`src/rtl/cnn_ctrl_pkg.sv`:
```
// cnn_ctrl_pkg: shared state encoding and default parameters for the CNN control blocks
package cnn_ctrl_pkg;
  localparam int DEF_ADDR_W = 10;
  localparam int DEF_WPF = 8;
  localparam int DEF_NUM_F = 8;
  localparam int DEF_MAX_CH = 4;
  localparam int DEF_BASE_OFF = 1;
  typedef enum logic [1:0] {ST_IDLE, ST_FETCH, ST_DONE} fetch_state_e;
endpackage

```
`src/rtl/kw_addr_calc.sv`:
```
// kw_addr_calc: maps (filter slot, channel, word) to a weight ROM address
module kw_addr_calc
  import cnn_ctrl_pkg::*;
#(
  parameter int ADDR_W = DEF_ADDR_W,
  parameter int WPF = DEF_WPF,
  parameter int MAX_CH = DEF_MAX_CH,
  parameter int BASE_OFF = DEF_BASE_OFF,
  parameter int FW = 3,
  parameter int CW = 2,
  parameter int WW = 3
) (
  input  logic [FW-1:0]     f_sel_i,
  input  logic [CW-1:0]     ch_idx_i,
  input  logic [WW-1:0]     word_idx_i,
  output logic [ADDR_W-1:0] rom_addr_o
);
  assign rom_addr_o = ADDR_W'(BASE_OFF + (int'(f_sel_i) * MAX_CH + int'(ch_idx_i)) * WPF + int'(word_idx_i));
endmodule

```
`src/rtl/kw_fetch_seq.sv`:
```
// kw_fetch_seq: streams the weight ROM addresses of one filter slot over num_ch channels
module kw_fetch_seq
  import cnn_ctrl_pkg::*;
#(
  parameter int ADDR_W = DEF_ADDR_W,
  parameter int WPF = DEF_WPF,
  parameter int NUM_F = DEF_NUM_F,
  parameter int MAX_CH = DEF_MAX_CH,
  parameter int BASE_OFF = DEF_BASE_OFF,
  localparam int FW = NUM_F > 1 ? $clog2(NUM_F) : 1,
  localparam int CW = MAX_CH > 1 ? $clog2(MAX_CH) : 1,
  localparam int NW = $clog2(MAX_CH) + 1
) (
  input  logic              clk,
  input  logic              reset,
  input  logic              soft_clr,
  input  logic              start,
  input  logic [FW-1:0]     f_sel,
  input  logic [NW-1:0]     num_ch,
  input  logic              ready,
  output logic [ADDR_W-1:0] rom_addr,
  output logic              addr_valid,
  output logic [CW-1:0]     ch_idx,
  output logic              last,
  output logic              busy,
  output logic              done,
  output logic              cfg_err
);
  localparam int WW = WPF > 1 ? $clog2(WPF) : 1;
  if (BASE_OFF + NUM_F * MAX_CH * WPF - 1 >= 2 ** ADDR_W) begin : g_rom_overflow
    $error("kw_fetch_seq: weight table does not fit in ADDR_W address bits");
  end
  fetch_state_e state_q, state_d;
  logic [FW-1:0] f_sel_q, f_sel_d;
  logic [NW-1:0] num_ch_q, num_ch_d;
  logic [CW-1:0] ch_q, ch_d;
  logic [WW-1:0] word_q, word_d;
  logic valid_q, valid_d, last_q, last_d, done_q, done_d, err_q, err_d;
  logic [ADDR_W-1:0] addr_q, addr_d, calc_addr;
  kw_addr_calc #(
    .ADDR_W(ADDR_W), .WPF(WPF), .MAX_CH(MAX_CH), .BASE_OFF(BASE_OFF),
    .FW(FW), .CW(CW), .WW(WW)
  ) u_calc (
    .f_sel_i(f_sel_d), .ch_idx_i(ch_d), .word_idx_i(word_d), .rom_addr_o(calc_addr)
  );
  // next state: outputs are precomputed so they leave the flops glitch-free
  always_comb begin
    state_d = state_q;
    f_sel_d = f_sel_q;
    num_ch_d = num_ch_q;
    ch_d = ch_q;
    word_d = word_q;
    valid_d = valid_q;
    done_d = 1'b0;
    err_d = 1'b0;
    if (soft_clr) begin
      state_d = ST_IDLE;
      ch_d = '0;
      word_d = '0;
      valid_d = 1'b0;
    end else begin
      case (state_q)
        ST_IDLE: if (start) begin
          if (num_ch != '0 && num_ch <= NW'(MAX_CH)) begin
            state_d = ST_FETCH;
            f_sel_d = f_sel;
            num_ch_d = num_ch;
            ch_d = '0;
            word_d = '0;
            valid_d = 1'b1;
          end else err_d = 1'b1;
        end
        ST_FETCH: if (ready) begin
          if (last_q) begin
            state_d = ST_DONE;
            ch_d = '0;
            word_d = '0;
            valid_d = 1'b0;
            done_d = 1'b1;
          end else begin
            word_d = word_q == WW'(WPF - 1) ? '0 : word_q + WW'(1);
            ch_d = word_q == WW'(WPF - 1) ? ch_q + CW'(1) : ch_q;
          end
        end
        default: state_d = ST_IDLE;
      endcase
    end
    last_d = valid_d && NW'(ch_d) == num_ch_d - NW'(1) && word_d == WW'(WPF - 1);
    addr_d = valid_d ? calc_addr : '0;
  end
  // state and registered outputs, cleared immediately by reset
  always_ff @(posedge clk or posedge reset) begin
    if (reset) begin
      state_q <= ST_IDLE;
      f_sel_q <= '0;
      num_ch_q <= '0;
      ch_q <= '0;
      word_q <= '0;
      valid_q <= 1'b0;
      last_q <= 1'b0;
      done_q <= 1'b0;
      err_q <= 1'b0;
      addr_q <= '0;
    end else begin
      state_q <= state_d;
      f_sel_q <= f_sel_d;
      num_ch_q <= num_ch_d;
      ch_q <= ch_d;
      word_q <= word_d;
      valid_q <= valid_d;
      last_q <= last_d;
      done_q <= done_d;
      err_q <= err_d;
      addr_q <= addr_d;
    end
  end
  assign rom_addr = addr_q;
  assign addr_valid = valid_q;
  assign ch_idx = ch_q;
  assign last = last_q;
  assign busy = state_q != ST_IDLE;
  assign done = done_q;
  assign cfg_err = err_q;
endmodule

```
`config.mk`:
```
export PLATFORM = sky130hd
export DESIGN_NAME = kw_fetch_seq
export DESIGN_NICKNAME = d
export VERILOG_FILES = /design/src/rtl/cnn_ctrl_pkg.sv /design/src/rtl/kw_addr_calc.sv /design/src/rtl/kw_fetch_seq.sv
export SDC_FILE = /design/constraint.sdc
export NUM_CORES = 1
export LEC_CHECK = 0
export CORE_UTILIZATION = 35
export CTS_CLUSTER_SIZE = 30
export DETAILED_ROUTE_END_ITERATION = 10
export GPL_TIMING_DRIVEN = 0
export PLACE_DENSITY = 0.55
export SLEW_MARGIN = 20
export SYNTH_ARGS = -nofsm -noshare
export SYNTH_HDL_FRONTEND = slang
export SYNTH_SLANG_ARGS = --single-unit
```
`constraint.sdc`:
```
create_clock -name clk -period 2.8 [get_ports clk]
set_input_delay 0.56 -clock clk [delete_from_list [all_inputs] [get_ports clk]]
set_output_delay 0.56 -clock clk [all_outputs]
set_load 0.05 [all_outputs]
```
# ---- Word level (Yosys, flattened, before mapping)
# Index checks and enable logic that the tools add are counted.
dict set report totals {
  word_cells 75
  out_inout_bits 17
  input_bits 11
  reg_bits 27
}
dict set report classes {
  n_eq_ne 8
  magnitude_cmp 1
  n_reduce_logical 7
  mux 43
  addsub 6
}
# cell n
set op_table {}
lappend op_table {{2-to-1 mux 3 bit} 14}
lappend op_table {{2-to-1 mux 2 bit} 11}
lappend op_table {{2-to-1 mux 1 bit} 13}
lappend op_table {{inequality test 3 bit, second input constant} 4}
lappend op_table {{adder 10 x 4 -> 10 bit} 1}
lappend op_table {{adder 2 x 10 -> 10 bit, first input constant} 1}
lappend op_table {{2-to-1 mux 10 bit} 1}
lappend op_table {{case mux 2 bit (2 select lines)} 2}
lappend op_table {{adder 5 x 2 -> 6 bit} 1}
lappend op_table {{equality test 3 bit, second input constant} 2}
lappend op_table {{case mux 3 bit (2 select lines)} 1}
lappend op_table {{AND reduction 4 bit} 1}
lappend op_table {{adder 3 x 1 -> 3 bit, second input constant} 1}
lappend op_table {{equality test 2 x 3 -> 1 bit} 1}
lappend op_table {{<= comparator 3 bit, second input constant} 1}
lappend op_table {{logical AND 1 bit} 3}
lappend op_table {{nonzero test 3 bit} 1}
lappend op_table {{subtractor 3 x 1 -> 3 bit, second input constant} 1}
lappend op_table {{adder 2 x 1 -> 2 bit, second input constant} 1}
lappend op_table {{equality test 2 x 1 -> 1 bit, second input constant} 1}
lappend op_table {{logical NOT 2 bit} 1}
lappend op_table {{case mux 1 bit (2 select lines)} 1}
lappend op_table {{nonzero test 2 bit} 1}

# ---- Logic depth before layout (Yosys ltp)
# Gate-level depths: netlist (run 1).
dict set report logic_depth {
  depth_word 10
  ltp_mapped 9
  ltp_nobuf 9
}

# ---- Cells and area by module
# A second synthesis (run 1) with hierarchy kept.
dict set report hier_totals {
  cells_unflattened 141
  hier_area_um2 1481.4
}
# mod area_per_inst_um2 seq_area_each_um2 instances cells_each
set modules_own_cells {}
lappend modules_own_cells {kw_fetch_seq 1346.3 675.6 1 121}
lappend modules_own_cells {kw_addr_calc 135.1 0.0 1 20}

# ---- Least setup slack after synthesis (run 1)
# OpenSTA, ideal clock, no wires.
dict set report synth_path {
  path_kind {input to register}
  from {input num_ch[0]}
  to {register addr_q[6] (netlist: rom_addr[6])}
  stages 8
  required_time_ns 2.722
  n_path_buf 1
  arrival_time_ns 2.307
  setup_ns 0.078
  setup_slack_ns 0.415
  cell_sequence {or3_1 -> clkbuf_1 -> a31oi_1 -> o211a_1 -> ha_1 -> nand3_1 -> or4_1 -> a21oi_1}
}
dict set report synth_between {
  word_cells_on_any_way 23
  cone_classes {3 x add/sub; 1 x order compare; 17 x mux; 2 x reduce/logical}
}
# element line_no
set synth_lines {}
lappend synth_lines {{start, declared} kw_fetch_seq.sv:19} ;# input logic [NW-1:0] num_ch,
lappend synth_lines {{<= comparator 3 bit / nonzero test 3 bit (equally long branches)} kw_fetch_seq.sv:64} ;# if (num_ch != '0 && num_ch <= NW'(MAX_CH)) begin
lappend synth_lines {{logical AND 1 bit (*)} kw_fetch_seq.sv:64}
lappend synth_lines {{2-to-1 mux 3 bit (*)} kw_fetch_seq.sv:64}
lappend synth_lines {{2-to-1 mux 3 bit (*)} kw_fetch_seq.sv:63} ;# ST_IDLE: if (start) begin
lappend synth_lines {{case mux 3 bit (2 select lines) (*)} kw_fetch_seq.sv:62} ;# case (state_q)
lappend synth_lines {{2-to-1 mux 3 bit (*)} kw_fetch_seq.sv:56} ;# if (soft_clr) begin
lappend synth_lines {{named net u_calc.word_idx_i[1]} kw_addr_calc.sv:15} ;# input logic [WW-1:0] word_idx_i,
lappend synth_lines {{adder 10 x 4 -> 10 bit (*)} kw_addr_calc.sv:18} ;# assign rom_addr_o = ADDR_W'(BASE_OFF + (int'(f_sel_i) * MAX_CH + int'(ch_idx_i)) * WPF + int'(word_idx_i));
lappend synth_lines {{2-to-1 mux 10 bit (*)} kw_fetch_seq.sv:89} ;# addr_d = valid_d ? calc_addr : '0;
lappend synth_lines {{named net addr_d[6]} kw_fetch_seq.sv:39} ;# logic [ADDR_W-1:0] addr_q, addr_d, calc_addr;
lappend synth_lines {{end signal, assigned} kw_fetch_seq.sv:114} ;# addr_q <= addr_d;
lappend synth_lines {{end, declared} kw_fetch_seq.sv:39}
# Mark *: on every way through the listed nets, which the timed path passes. The rest lies on a longest branch.
# A chain may end at the register's enable or synchronous reset.

# ---- Worst setup path after layout (run 1)
dict set report layout_path {
  from {input soft_clr}
  to {register addr_q[6] (netlist: rom_addr[6])}
}
dict set report layout_between {
  word_cells_on_any_way 8
  cone_classes {3 x add/sub; 5 x mux}
}
# element line_no
set layout_lines {}
lappend layout_lines {{start, declared} kw_fetch_seq.sv:16} ;# input logic soft_clr,
lappend layout_lines {{2-to-1 mux 3 bit} kw_fetch_seq.sv:56}
lappend layout_lines {{named net u_calc.word_idx_i[0]} kw_addr_calc.sv:15}
lappend layout_lines {{adder 10 x 4 -> 10 bit} kw_addr_calc.sv:18}
lappend layout_lines {{2-to-1 mux 10 bit} kw_fetch_seq.sv:89}
lappend layout_lines {{named net addr_d[6]} kw_fetch_seq.sv:39}
# The timed path passes the listed nets, and every way through them passes these cells.

==> flow_summary_export.csv, run 1 <==
group,metric,value,unit
clock_network,cts_buffers,3,
place,io_buffers,26,
floorplan,ios,28,
clock_network,cts_root_buf,"clkbuf_8",
floorplan,die-area,4210,µm²
worst_setup_path,path_class,"input pin to flip-flop",
timing,fin_skew,0.00703,ns
timing,relSlewSlack,0.373,
timing,finalCriticalPeriod,2.69,ns
finish,stdcell_count,213,
clock_network,clkTransAtPathRegs,0.09,ns
synth,synthCells,134,
clock_network,htree_levels,1,
global_route,grt.overflow.total,0,
finish,drive_gt1_frac,0.127,
worst_setup_path,critPathMaxFanout,10,
timing,report.final.slew_viol_count,0,
synth,syn_avg_cell_area,10.3,µm²
clock_network,cts_num_sinks,26,
worst_setup_path,cp_data_arrival_time,2.89,ns
timing,min_period_over_period,0.959,
synth,synth_cell_types,45,
detailed_routing,first_pass_iters,4,
detailed_routing,vias_per_cell,5.23,
place,placedInstanceArea,1700,µm²
global_route,grtUsageTotal,0.159,
pwr,ir_worst_vdd,0.220,mV
finish,final_cell_area,1800,µm²
global_route,grt_pass1_vias,1079,
detailed_routing,wl,2980,µm
finish,antenna_cells,0,
finish,syn_to_final_growth,30.3,%
synth,synth_flop_cell,"dfrtp_1",
place,hpwl,2150,µm
synth,synth_edf_count,0,
detailed_routing,drtIter0Drc,141,
timing,finalSetupViolCount,0,
place,gp_congestion,0.793,
finish,multi_input_area,684,µm²
outcome,outcome,"complete, no violations",
global_route,antenna_found_initial,0,
worst_setup_path,critPathRequiredTime,3.00,ns
worst_setup_path,worstSetupStartpointType,"input pin",
timing,finalHoldViolations,0,
detailed_routing,drc_errors,0,
finish,regArea,651,µm²
place,pre_cts_ws,-0.354,ns
detailed_routing,wl_per_cell,14.0,µm
floorplan,die_h,64.9,µm
synth,ys_seq_area_frac,0.471,
place,dp_cells,208,
finish,n_fill_cell,354,
finish,final_cell_mix,"dfrtp_1, clkdlybuf4s50_1, nor2_1",
flow_run,drv_cap,0,
clock_network,clk_latency,0.27,ns
global_route,grt_first_pass_wirelength,5090,µm
worst_setup_path,r2r_cells,8,
synth,syn_area,1380,µm²
detailed_routing,via_count,1113,
min_path,hold_depth,2,
synth,async_flop_share,1.00,
synth,ys_ff_latch,26,
floorplan,rows,22,
pwr,p_leak,0.829,nW
min_path,hp-class,"flip-flop to flip-flop",
detailed_routing,postRouteAntennaNets,0,
timing,worst_slew_pin_slew,0.935,ns
finish,nNetsFinal,182,
timing,tns,0,ns
floorplan,initial_utilization,0.372,
pwr,cellPowerDensity,518,nW/µm²
worst_setup_path,crit_path_end_kind,"flip-flop",
timing,fmax,372,MHz
finish,final_common_cell,"dfrtp_1",
clock_network,cts_tree,"yes",
synth,yosys_warnings,0,
synth,syn-num-nets,150,
global_route,grt_max_degree,27,
timing,setup_ws,0.114,ns
clock_network,ctsHoldBuffers,0,
clock_network,cts_buffer_depth,2,
floorplan,core-area,3720,µm²
floorplan,die_x,64.9,µm
[worst max-delay path, stage by stage]
cell and delay [ns]:
clkdlybuf4s50_1 0.50, clkbuf_1 0.26, nand3b_1 0.24, o22ai_2 0.27, ha_1 0.25, nand3_2 0.11
or4_1 0.52, a21oi_1 0.17
[path summary, 6_finish.rpt]
check,start,endpoint,slack (ns)
max,soft_clr,rom_addr[6],0.11
min,num_ch_q[1],num_ch_q[1],0.50
max reg2reg,word_q[0],rom_addr[7],0.28
min reg2reg,num_ch_q[1],num_ch_q[1],0.50
max in group asynchronous,reset,f_sel_q[0],1.67
min in group asynchronous,reset,done,0.69
[cell families (layout without fill, tap and decap cells)]
logic type / count (synthesis) / after routing / share of synthesized area
buffers and inverters: 15 / 46 / 0.0489
xor gates and xnor gates: 5 / 5 / 0.0317
AOI/OAI and AO/OA: 26 / 26 / 0.140
muxes: 5 / 5 / 0.0398
other: 1 / 1 / 0.00271
adders and majority gates: 5 / 5 / 0.0452
and+or+nand+nor: 51 / 51 / 0.221
DFF: 26 / 26 / 0.471
[metal layers]
layer	share of wire	global-route usage	up-vias
met4	0.0064	0.0417	0
li1	-	-	537
met2	0.50	0.275	33
met3	0.049	0.0282	2
met1	0.44	0.202	541
met5	0	0	-
[timing repair]
action                     CTS  global route
setup endpoints to repair    2             3
pin swaps                    1             2
buffers inserted             1             0
gates resized for setup      2             5
[synthesized netlist by cell type (all sizes together) (3+ instances only)]
cell type / number / share of area
inv: 10 / 0.027
or4: 3 / 0.016
o21ai: 3 / 0.014
mux2i: 4 / 0.029
dfrtp: 26 / 0.47
nand3b: 4 / 0.031
xor2: 3 / 0.019
nor2: 12 / 0.033
ha: 5 / 0.045
nand3: 5 / 0.022
clkbuf: 3 / 0.0081
a31oi: 4 / 0.018
nor3: 4 / 0.014
o31ai: 3 / 0.016
a21oi: 5 / 0.018
and2: 4 / 0.018
nand2: 6 / 0.016
[cell type report]
cell class              instances  share of cell area
multi-input cells              93               0.380
inverters                      10              0.0208
plain buffers                   5              0.0167
well taps                      48              0.0333
clock buffers                   3              0.0229
repair buffers                 27               0.149
clock inverters                 1              0.0167
flip-flops and latches         26               0.361
[power by group]
part | leakage (nW) | internal [mW] | switching (mW)
combinational | 0.449 | 0.0802 | 0.122
sequential | 0.344 | 0.406 | 0.0160
clock | 0.0357 | 0.191 | 0.117
total | 0.829 | 0.677 | 0.255
[per-stage QoR]
stage	utilization	power, mW	hold slack, ns
5_1_grt	0.485	0.982	0.547
4_1_cts	0.479	0.942	0.519
3_5_place_dp	0.458	0.626	0.496
2_1_floorplan	-	0.561	0.457
6_report	0.485	0.933	0.502
3_3_place_gp	0.458	0.622	0.475
[registers in the layout, indices dropped and copies added, names as in the netlist]
name,count
addr_valid,1
last,1
rom_addr,9
f_sel_q,3
num_ch_q,3
done,1
state_q,2
word_q,3
ch_idx,2
cfg_err,1
No activity file was read; power rests on OpenSTA's default activity.
==> run 2: changes to the inputs <==
--- a/config.mk
+++ b/config.mk
@@ -5,11 +5,12 @@
 export SDC_FILE = /design/constraint.sdc
 export NUM_CORES = 1
 export LEC_CHECK = 0
+export ABC_AREA = 1
 export CORE_UTILIZATION = 35
 export CTS_CLUSTER_SIZE = 30
 export DETAILED_ROUTE_END_ITERATION = 10
 export GPL_TIMING_DRIVEN = 0
-export PLACE_DENSITY = 0.55
+export PLACE_DENSITY = 0.54
 export SLEW_MARGIN = 20
 export SYNTH_ARGS = -nofsm -noshare
 export SYNTH_HDL_FRONTEND = slang
==> run 2 against run 1 <==
Effect of this change:
- clock skew fell by 0.0052 ns
- via count increased by 12%
- final cell count rose by 24%
- flip-flop and latch count did not move
- largest power group unchanged
- highest routed layer unchanged
==> flow_summary_export.csv, run 2 <==
group,metric,value,unit
outcome,outcome,"complete, no violations",
detailed_routing,drc_errors,0,
worst_setup_path,r2r_cells,12,
pwr,cellPowerDensity,512,nW/µm²
worst_setup_path,reg2reg_slack,0.63,ns
min_path,hold_end,"f_sel_q[2]",
min_path,hold_depth,2,
timing,tns,0,ns
floorplan,ios,28,
detailed_routing,vias_per_cell,4.69,
synth,synth.top_cells.by_count,"nand2_1, dfrtp_1, inv_1, nand3_1, nor2_1",
timing,min_period_over_period,0.836,
synth,yosys_warnings,0,
synth,synthTopCellsByArea,"dfrtp_1, nand2_1, nand3_1",
synth,synth_flop_cell,"dfrtp_1",
floorplan,die-area,4540,µm²
flow_run,drv_cap,0,
place,io_buffers,25,
timing,rsz0062_at_grt,"no",
worst_setup_path,r2r_start,"word_q[0]",
synth,async_flop_share,1.00,
detailed_routing,drtIter0Drc,49,
detailed_routing,postRouteAntennaNets,0,
min_path,min_from,"f_sel_q[2]",
synth,yosys.area.top_type_share,0.435,
worst_setup_path,cp_cell_sequence,"clkdlybuf4s50_1, nor2_1, nor2_1, nand3_4, nand2_4, nand2_1, o21ai_1, ha_1, xor2_1, nor3_1",
detailed_routing,routed.top_layer,"met4",
clock_network,htree_levels,1,
synth,synthCells,185,
global_route,grt_first_pass_wirelength,5530,µm
synth,synth_cell_types,29,
detailed_routing,wl,3190,µm
finish,final_cell_mix,"nand2_1, dfrtp_1, clkdlybuf4s50_1",
detailed_routing,met3_length,100,µm
global_route,grtUsageTotal,0.165,
timing,relSlewSlack,0.651,
synth,ys_ff_latch,26,
finish,nNetsFinal,232,
clock_network,cts-resized-gates,0,
clock_network,clk_latency,0.27,ns
timing,report.final.slew_viol_count,0,
timing,finalCriticalPeriod,2.34,ns
synth,ys_seq_area_frac,0.435,
clock_network,ctsHoldBuffers,0,
finish,drive_gt1_frac,0.144,
synth,synth_edf_count,0,
timing,fmax,427,MHz
worst_setup_path,cp_data_arrival_time,2.53,ns
clock_network,cts_root_buf,"clkbuf_8",
synth,syn_avg_cell_area,8.08,µm²
worst_setup_path,worst_path_most_repeated_cell,"nor2_1",
worst_setup_path,r2r-end,"rom_addr[4]",
detailed_routing,via_count,1243,
clock_network,clkTransAtPathRegs,0.09,ns
clock_network,cts_buffers,3,
detailed_routing,wl_per_cell,12.0,µm
worst_setup_path,worstSetupStartpointType,"input pin",
timing,whs,0.520,ns
synth,syn_area,1500,µm²
finish,final_common_cell,"nand2_1",
clock_network,cts_num_sinks,26,
floorplan,initial_utilization,0.368,
floorplan,core-area,4060,µm²
finish,largest_register_ffs,9,
finish,syn_to_final_growth,25.6,%
floorplan,die_x,67.4,µm
floorplan,die_h,67.4,µm
pwr,ir_worst_vdd,0.273,mV
synth,yosysMostFrequentCell,"nand2_1",
finish,n_fill_cell,410,
timing,finalSetupViolCount,0,
clock_network,cts_setup_buffers,0,
finish,antenna_cells,0,
global_route,grt_max_degree,27,
worst_setup_path,critPathRequiredTime,2.99,ns
worst_setup_path,crit_path_end_kind,"flip-flop",
detailed_routing,wl_met2,1500,µm
min_path,hp-class,"flip-flop to flip-flop",
detailed_routing,first_pass_iters,4,
synth,yosys.area.top_type,"dfrtp_1",
floorplan,rows,23,
timing,worst_slew_pin_slew,0.522,ns
place,gp_congestion,0.811,
timing,fin_skew,0.00184,ns
worst_setup_path,cpMaxStageDelayCell,"clkdlybuf4s50_1",
place,hpwl,2500,µm
global_route,grt_pass1_vias,1240,
clock_network,cts_tree,"yes",
worst_setup_path,startpoint,"num_ch[0]",
clock_network,cts_buffer_depth,2,
worst_setup_path,cpPeakStageDelay,0.48,ns
worst_setup_path,path_class,"input pin to flip-flop",
synth,syn-num-nets,201,
worst_setup_path,critPathMaxFanout,10,
detailed_routing,wirelength_met1,1540,µm
global_route,grt.overflow.total,0,
pwr,p_leak,0.950,nW
global_route,antenna_found_initial,0,
timing,finalHoldViolations,0,
## run 2: cell type report
class / count / area, µm² / area share
tap: 50 / 62.6 / 0.0333
sequential: 26 / 651 / 0.346
clock buffer: 4 / 55.1 / 0.0293
buffer: 2 / 12.5 / 0.00666
multi-input combinational: 127 / 719 / 0.383
inverter: 30 / 113 / 0.0600
timing repair buffer: 26 / 265 / 0.141
## run 2: worst max path at each step
| stage | endpoint | slack [ns] | cells after the start |
|---|---|---|---|
| 2_1_floorplan | last | 0.83 | 9 |
| 3_3_place_gp | last | 0.22 | 10 |
| 3_5_place_dp | last | 0.16 | 11 |
| 4_1_cts | last | 0.45 | 10 |
| 5_1_grt | last | 0.27 | 10 |
| 6_report | last | 0.46 | 10 |
## run 2: stage by stage
stage	setup slack (ns)	total power, mW	cell area, µm²	cells	utilization
6_report	0.458	0.962	1880	265	0.463
5_1_grt	0.271	1.02	1880	265	0.463
4_1_cts	0.448	0.968	1860	264	0.459
3_5_place_dp	0.164	0.723	1810	260	0.446
3_3_place_gp	0.224	0.718	1810	260	0.446
2_1_floorplan	0.828	0.644	1500	185	-
## run 2: kinds of logic after synthesis
group                      share of synthesized area
AOI/OAI and AO/OA                             0.0745
xor gates and xnor gates                      0.0176
adders and majority gates                     0.0418
buffers and inverters                         0.0837
DFF                                            0.435
other                                        0.00251
and+or+nand+nor                                0.345
## run 2: power by group
| part | switching, mW | internal (mW) | total, mW | leakage [nW] |
|---|---|---|---|---|
| clock | 0.119 | 0.126 | 0.245 | 0.0288 |
| sequential | 0.0166 | 0.411 | 0.428 | 0.346 |
| combinational | 0.187 | 0.102 | 0.289 | 0.575 |
## run 2: per-layer routing
layer | global-route usage | up-vias
li1 | - | 641
met3 | 0.0287 | 5
met1 | 0.211 | 578
met4 | 0.0638 | 0
met5 | 0 | -
met2 | 0.278 | 19
## run 2: critical path, delay by kind of cell
kind,cells,cell delay [ns]
XOR/XNOR,1,0.16
buffers and inverters,1,0.48
AO/OA/AOI/OAI,1,0.17
AND/OR/NAND/NOR,6,0.86
adder cells (fa/ha/maj),1,0.30
